[src/rtl/dct_macu_pipe_if.sv]
// Sample/coefficient input and block-result output of dct_macu_pipe.
// The master side drives samples; the slave side is the MAC unit.
interface dct_macu_pipe_if #(
  parameter int DATA_W = 12,
  parameter int COEF_W = 12,
  parameter int OUT_W  = 12
);
  logic              ena;
  logic              in_valid;
  logic              in_first;
  logic [DATA_W-1:0] din;
  logic [COEF_W-1:0] coef;
  logic [OUT_W-1:0]  result;
  logic              out_valid;
  logic              busy;

  modport master (
    output ena, in_valid, in_first, din, coef,
    input  result, out_valid, busy
  );

  modport slave (
    input  ena, in_valid, in_first, din, coef,
    output result, out_valid, busy
  );
endinterface

[src/rtl/dct_macu_pipe.sv]
// Two-stage signed multiply-accumulate for the forward DCT: TAPS products per block,
// arithmetic right shift by SHIFT, narrowed to OUT_W. Define DCT_MACU_SAT_EN to clamp instead of wrap.
module dct_macu_pipe #(
  parameter int DATA_W = 12,
  parameter int COEF_W = 12,
  parameter int TAPS   = 8,
  parameter int SHIFT  = 11,
  parameter int OUT_W  = 12,
  parameter int ACC_W  = DATA_W + COEF_W + $clog2(TAPS)
) (
  input logic              clk,
  input logic              rst,
  dct_macu_pipe_if.slave   bus
);
  localparam int PROD_W = DATA_W + COEF_W;
  localparam int CNT_W  = $clog2(TAPS);
  localparam logic [CNT_W-1:0] LAST_IDX = CNT_W'(TAPS - 1);

  logic signed [PROD_W-1:0] mult_res;
  logic                     p_valid;
  logic                     p_first;
  logic [CNT_W-1:0]         tap_cnt;
  logic signed [ACC_W-1:0]  acc;

  logic                     start;
  logic [CNT_W-1:0]         idx;
  logic signed [ACC_W-1:0]  prod_ext;
  logic signed [ACC_W-1:0]  sum;
  logic [OUT_W-1:0]         reduced;

`ifdef DCT_MACU_SAT_EN
  localparam logic signed [ACC_W-1:0] SAT_MAX = {{(ACC_W-OUT_W+1){1'b0}}, {(OUT_W-1){1'b1}}};
  localparam logic signed [ACC_W-1:0] SAT_MIN = {{(ACC_W-OUT_W+1){1'b1}}, {(OUT_W-1){1'b0}}};
  logic signed [ACC_W-1:0] shifted;
`endif

  // A first-marked product, or any product arriving with no block open, restarts the sum.
  always_comb begin
    start    = p_first || (tap_cnt == '0);
    idx      = start ? '0 : tap_cnt;
    prod_ext = {{(ACC_W-PROD_W){mult_res[PROD_W-1]}}, mult_res};
    sum      = start ? prod_ext : acc + prod_ext;
`ifdef DCT_MACU_SAT_EN
    shifted = sum >>> SHIFT;
    if (shifted > SAT_MAX)
      reduced = SAT_MAX[OUT_W-1:0];
    else if (shifted < SAT_MIN)
      reduced = SAT_MIN[OUT_W-1:0];
    else
      reduced = shifted[OUT_W-1:0];
`else
    reduced = OUT_W'(sum >>> SHIFT);
`endif
  end

  always_ff @(posedge clk) begin
    if (rst) begin
      mult_res      <= '0;
      p_valid       <= 1'b0;
      p_first       <= 1'b0;
      tap_cnt       <= '0;
      acc           <= '0;
      bus.result    <= '0;
      bus.out_valid <= 1'b0;
      bus.busy      <= 1'b0;
    end else begin
      bus.out_valid <= 1'b0;
      if (bus.ena) begin
        if (bus.in_valid) begin
          mult_res <= $signed(bus.din) * $signed(bus.coef);
          p_valid  <= 1'b1;
          p_first  <= bus.in_first;
        end else begin
          p_valid  <= 1'b0;
        end

        if (p_valid) begin
          if (idx == LAST_IDX) begin
            bus.result    <= reduced;
            bus.out_valid <= 1'b1;
            tap_cnt       <= '0;
            bus.busy      <= 1'b0;
          end else begin
            acc           <= sum;
            tap_cnt       <= idx + CNT_W'(1);
            bus.busy      <= 1'b1;
          end
        end
      end
    end
  end
endmodule

[src/flat_wrapper.sv]
// flat-port wrapper written by rule: the top's interface ports become plain ports
module dct_macu_pipe_flat 
#(
  parameter int DATA_W = 12,
  parameter int COEF_W = 12,
  parameter int TAPS   = 8,
  parameter int SHIFT  = 11,
  parameter int OUT_W  = 12,
  parameter int ACC_W  = DATA_W + COEF_W + $clog2(TAPS)
)
  (clk, rst, bus_ena, bus_in_valid, bus_in_first, bus_din, bus_coef, bus_result, bus_out_valid, bus_busy);
  dct_macu_pipe_if #(.DATA_W(DATA_W), .COEF_W(COEF_W), .OUT_W(OUT_W)) bus_i ();
  input logic clk;
  input logic rst;
  input wire logic [$bits(bus_i.ena)-1:0] bus_ena;
  input wire logic [$bits(bus_i.in_valid)-1:0] bus_in_valid;
  input wire logic [$bits(bus_i.in_first)-1:0] bus_in_first;
  input wire logic [$bits(bus_i.din)-1:0] bus_din;
  input wire logic [$bits(bus_i.coef)-1:0] bus_coef;
  output wire logic [$bits(bus_i.result)-1:0] bus_result;
  output wire logic [$bits(bus_i.out_valid)-1:0] bus_out_valid;
  output wire logic [$bits(bus_i.busy)-1:0] bus_busy;
  assign bus_i.ena = bus_ena;
  assign bus_i.in_valid = bus_in_valid;
  assign bus_i.in_first = bus_in_first;
  assign bus_i.din = bus_din;
  assign bus_i.coef = bus_coef;
  assign bus_result = bus_i.result;
  assign bus_out_valid = bus_i.out_valid;
  assign bus_busy = bus_i.busy;
  dct_macu_pipe #(.DATA_W(DATA_W), .COEF_W(COEF_W), .TAPS(TAPS), .SHIFT(SHIFT), .OUT_W(OUT_W), .ACC_W(ACC_W)) u_core (.clk(clk), .rst(rst), .bus(bus_i));
endmodule
[config.mk]
export PLATFORM = sky130hd
export DESIGN_NAME = dct_macu_pipe_flat
export DESIGN_NICKNAME = d
export VERILOG_FILES = /design/src/rtl/dct_macu_pipe_if.sv /design/src/rtl/dct_macu_pipe.sv /design/src/flat_wrapper.sv
export SDC_FILE = /design/constraint.sdc
export NUM_CORES = 1
export LEC_CHECK = 0
export CORE_UTILIZATION = 63
export CTS_CLUSTER_SIZE = 24
export DETAILED_ROUTE_END_ITERATION = 8
export PLACE_DENSITY_LB_ADDON = 0.15
export SLEW_MARGIN = 20
export SYNTH_ARGS = -nofsm -noshare
export SYNTH_HDL_FRONTEND = slang
export SYNTH_SLANG_ARGS = --single-unit
[constraint.sdc]
create_clock -name clk -period 6.71 [get_ports clk]
set_input_delay 1.342 -clock clk [delete_from_list [all_inputs] [get_ports clk]]
set_output_delay 1.342 -clock clk [all_outputs]
set_load 0.03 [all_outputs]
==> flow_summary.yaml <==
global_routing:
  globalRouteOverflowTotal: 0
  grt_pass1_wl_um: 31520
  grt_pass1_vias: 6868
  grt_antenna_before_repair: 0
  grt_usage_pct: 26.96
  grt_max_degree: 46
sta:
  fin_crit_ns: 6.455
  fin_skew_ns: 0.005385
  hold_violations: 0
  setup_viol: 0
  tightest_slew_ns: 0.9732
  hold_slack_ns: 0.4531
  max_slew_margin_pct: 35.12
  period_share_pct: 96.20
  grt_setup_unrepaired: "false"
  max_freq_mhz: 154.9
  slew_violations: 0
finish:
  nets: 1359
  final_util_pct: 73.21
  drive_above_1_share_pct: 7.904
  diodes: 0
  finalNonFillerCells: 1306
  area_growth_pct: 13.48
floorplan:
  initial_core_util_pct: 64.51
  fp.dieW_um: 121.2
  rows: 43
  die_area_um2: 14690
  ioPinCount: 43
  fp.dieH_um: 121.2
  core_area_um2: 13880
clock_network:
  clk_latency_ns: 0.33
  post_cts_buffers: 0
  path_clk_slew_ns: 0.05
  cts_tree: "built"
  cts_made_buffers: 9
  holdBufCountCts: 0
  clockBufferDepth: 2
  cts_sinks: 65
  h-tree-depth: 3
  cts-root-buf: "clkbuf_16"
min_path:
  holdPathEnd: "u_core.bus.result[6]"
  hold_start: "u_core.bus.result[6]"
  worstHoldPathCells: 2
  hp-class: "reg -> reg"
placement:
  dp_hpwl_um: 15280
  dp.cells: 1291
  io_buffers: 42
  gp_congestion: 0.9248
synth:
  synth_flop_cell: "dfxtp_1"
  synth.yosys.seq_area_share_pct: 14.53
  synth_top_cell_by_area: "fa_1"
  synthArstFlopShare_pct: 0
  syn_inst: 1058
  yosys.cell_count.top_type: "inv_1"
  synth_top_cell_area_share_pct: 30.18
  synth_edf_count: 0
  synth_cell_types: 58
  avgSynthCellArea_um2: 8.464
  synth-seq-cells: 65
  synth.area.top_cells: "fa_1 (30%), dfxtp_1 (15%), ha_1 (10%)"
  yosys-top-cells-count: "inv_1 (186), nand2_1 (161), fa_1 (135), ha_1 (73), dfxtp_1 (65)"
  synth_fp_nets: 1295
  yosysWarnings: 0
  syn-cell-area_um2: 8955
power:
  leakage_nw: 4.888
  ir_drop_v: 0.0002698
  power_density_nw_per_um2: 387.7
critical_path:
  endpoint_kind: "register"
  worstPathArrival_ns: 6.63
  cp-start-kind: "input pin"
  r2r_start: "u_core.mult_res[0]"
  required_ns: 6.88
  critical_path.reg2reg.endpoint: "u_core.bus.result[11]"
  critPathLaunch: "bus_coef[6]"
  path_class: "in -> reg"
  reg2reg_slack_ns: 3.76
  reg2regPathDepth: 12
  path_max_fanout: 5
detailed_routing:
  met2_length_um: 8866
  wl_met1_um: 8493
  dr_wl_met3_um: 780
  wl_um: 18380
  vias: 7079
  dr.pass1.iters: 5
  final_antenna_net_count: 0
  drtIter0Drc: 476
  via_per_inst: 5.420
  top_layer: "met4"
  wl_per_cell_um: 14.07
  drc: 0
run_status:
  outcome: "finished clean"
job:
  drv_cap: 0
-- power by group --
| group | switching (W) | internal, W |
|---|---|---|
| sequential | 0.0000354 | 0.000426 |
| clock | 0.000160 | 0.000256 |
| combinational | 0.00162 | 0.00145 |
-- per-stage QoR --
step | TNS, ns | total power (W) | setup slack (ns) | cell area (um^2)
after floorplan | 0 | 0.002781 | 0.4522 | 8955
after global placement | 0 | 0.003418 | 0.0003961 | 9879
after detailed placement | -0.1814 | 0.003496 | -0.07030 | 9879
after CTS | 0 | 0.003931 | 0.2651 | 10140
after global routing | 0 | 0.004432 | 0.0008376 | 10160
final | 0 | 0.003940 | 0.2550 | 10160
-- critical path, cell delays in order --
cell and delay, ns:
clkdlybuf4s50_1 0.64, nand2_1 0.13, fa_1 0.54, inv_1 0.05, fa_1 0.55, fa_1 0.44
fa_1 0.55, inv_1 0.05, fa_1 0.52, inv_1 0.04, ha_1 0.31, a21o_1 0.18
a211o_1 0.22, o21ai_1 0.18, o21ai_2 0.10, a221o_1 0.36, a31oi_1 0.21, xnor2_1 0.14
a21oi_1 0.09
-- worst max-delay path by stage --
| stage | slack (ns) | cells past startpoint | to |
|---|---|---|---|
| global route | 0.0008 | 19 | u_core.mult_res[22] |
| global placement | 0.0004 | 20 | u_core.mult_res[19] |
| CTS | 0.27 | 21 | u_core.mult_res[19] |
| floorplan | 0.45 | 19 | u_core.mult_res[22] |
| finish | 0.25 | 19 | u_core.mult_res[22] |
| detailed placement | -0.07 | 21 | u_core.mult_res[19] |
-- metal layers --
layer,track usage (%),vias up
met3,2.303,26
met1,37.25,3385
met5,0,-
met2,45.50,188
met4,7.330,0
li1,-,3480
-- logic make-up (layout without fill, tap and decap cells) --
family                   after synthesis  count (layout)  synth area share [%]
flip-flops                            65              65                 14.53
XOR/XNOR                              38              38                 3.717
AND/OR/NAND/NOR                      323             323                 16.70
AO/OA/AOI/OAI                        179             179                 13.83
multiplexers                           7               7                0.8104
adder cells (fa/ha/maj)              208             208                 40.38
buffers and inverters                238             306                 10.03
-- registers in the layout, indices dropped and copies added (netlist names) --
name	flops
u_core.acc	23
u_core.bus.busy	1
u_core.bus.out_valid	1
u_core.bus.result	12
u_core.mult_res	23
u_core.p_first	1
u_core.p_valid	1
u_core.tap_cnt	3
-- repair_timing --
item,4_1_cts,5_1_grt
gates resized for setup,0,4
endpoints found under the setup margin,0,3
endpoints found under the hold margin,0,0
-- layout make-up --
type                    count  area [um^2]
clock buffers              12        246.5
clock inverters             3        17.52
fillers                  1107         3719
inverters                 189        709.4
multi-input cells         755         6771
flip-flops and latches     65         1301
well taps                 180        225.2
repair buffers            102        890.9
-- layout by cell type (no fill, tap or decap), drive strengths merged, types with 6 or more instances in the layout --
| cell type | count |
|---|---|
| xor2 | 13 |
| buf | 60 |
| nand2b | 11 |
| o21ai | 36 |
| nor2b | 8 |
| a21oi | 64 |
| fa | 135 |
| and3 | 6 |
| nand2 | 161 |
| dfxtp | 65 |
| ha | 73 |
| and2 | 49 |
| clkbuf | 12 |
| xnor2 | 25 |
| nand3 | 12 |
| nor3 | 11 |
| nor2 | 45 |
| inv | 187 |
| a311oi | 9 |
| clkdlybuf4s50 | 39 |
| a21o | 15 |
| a211oi | 9 |
| o21a | 8 |
(Power assumes the default switching activity.)
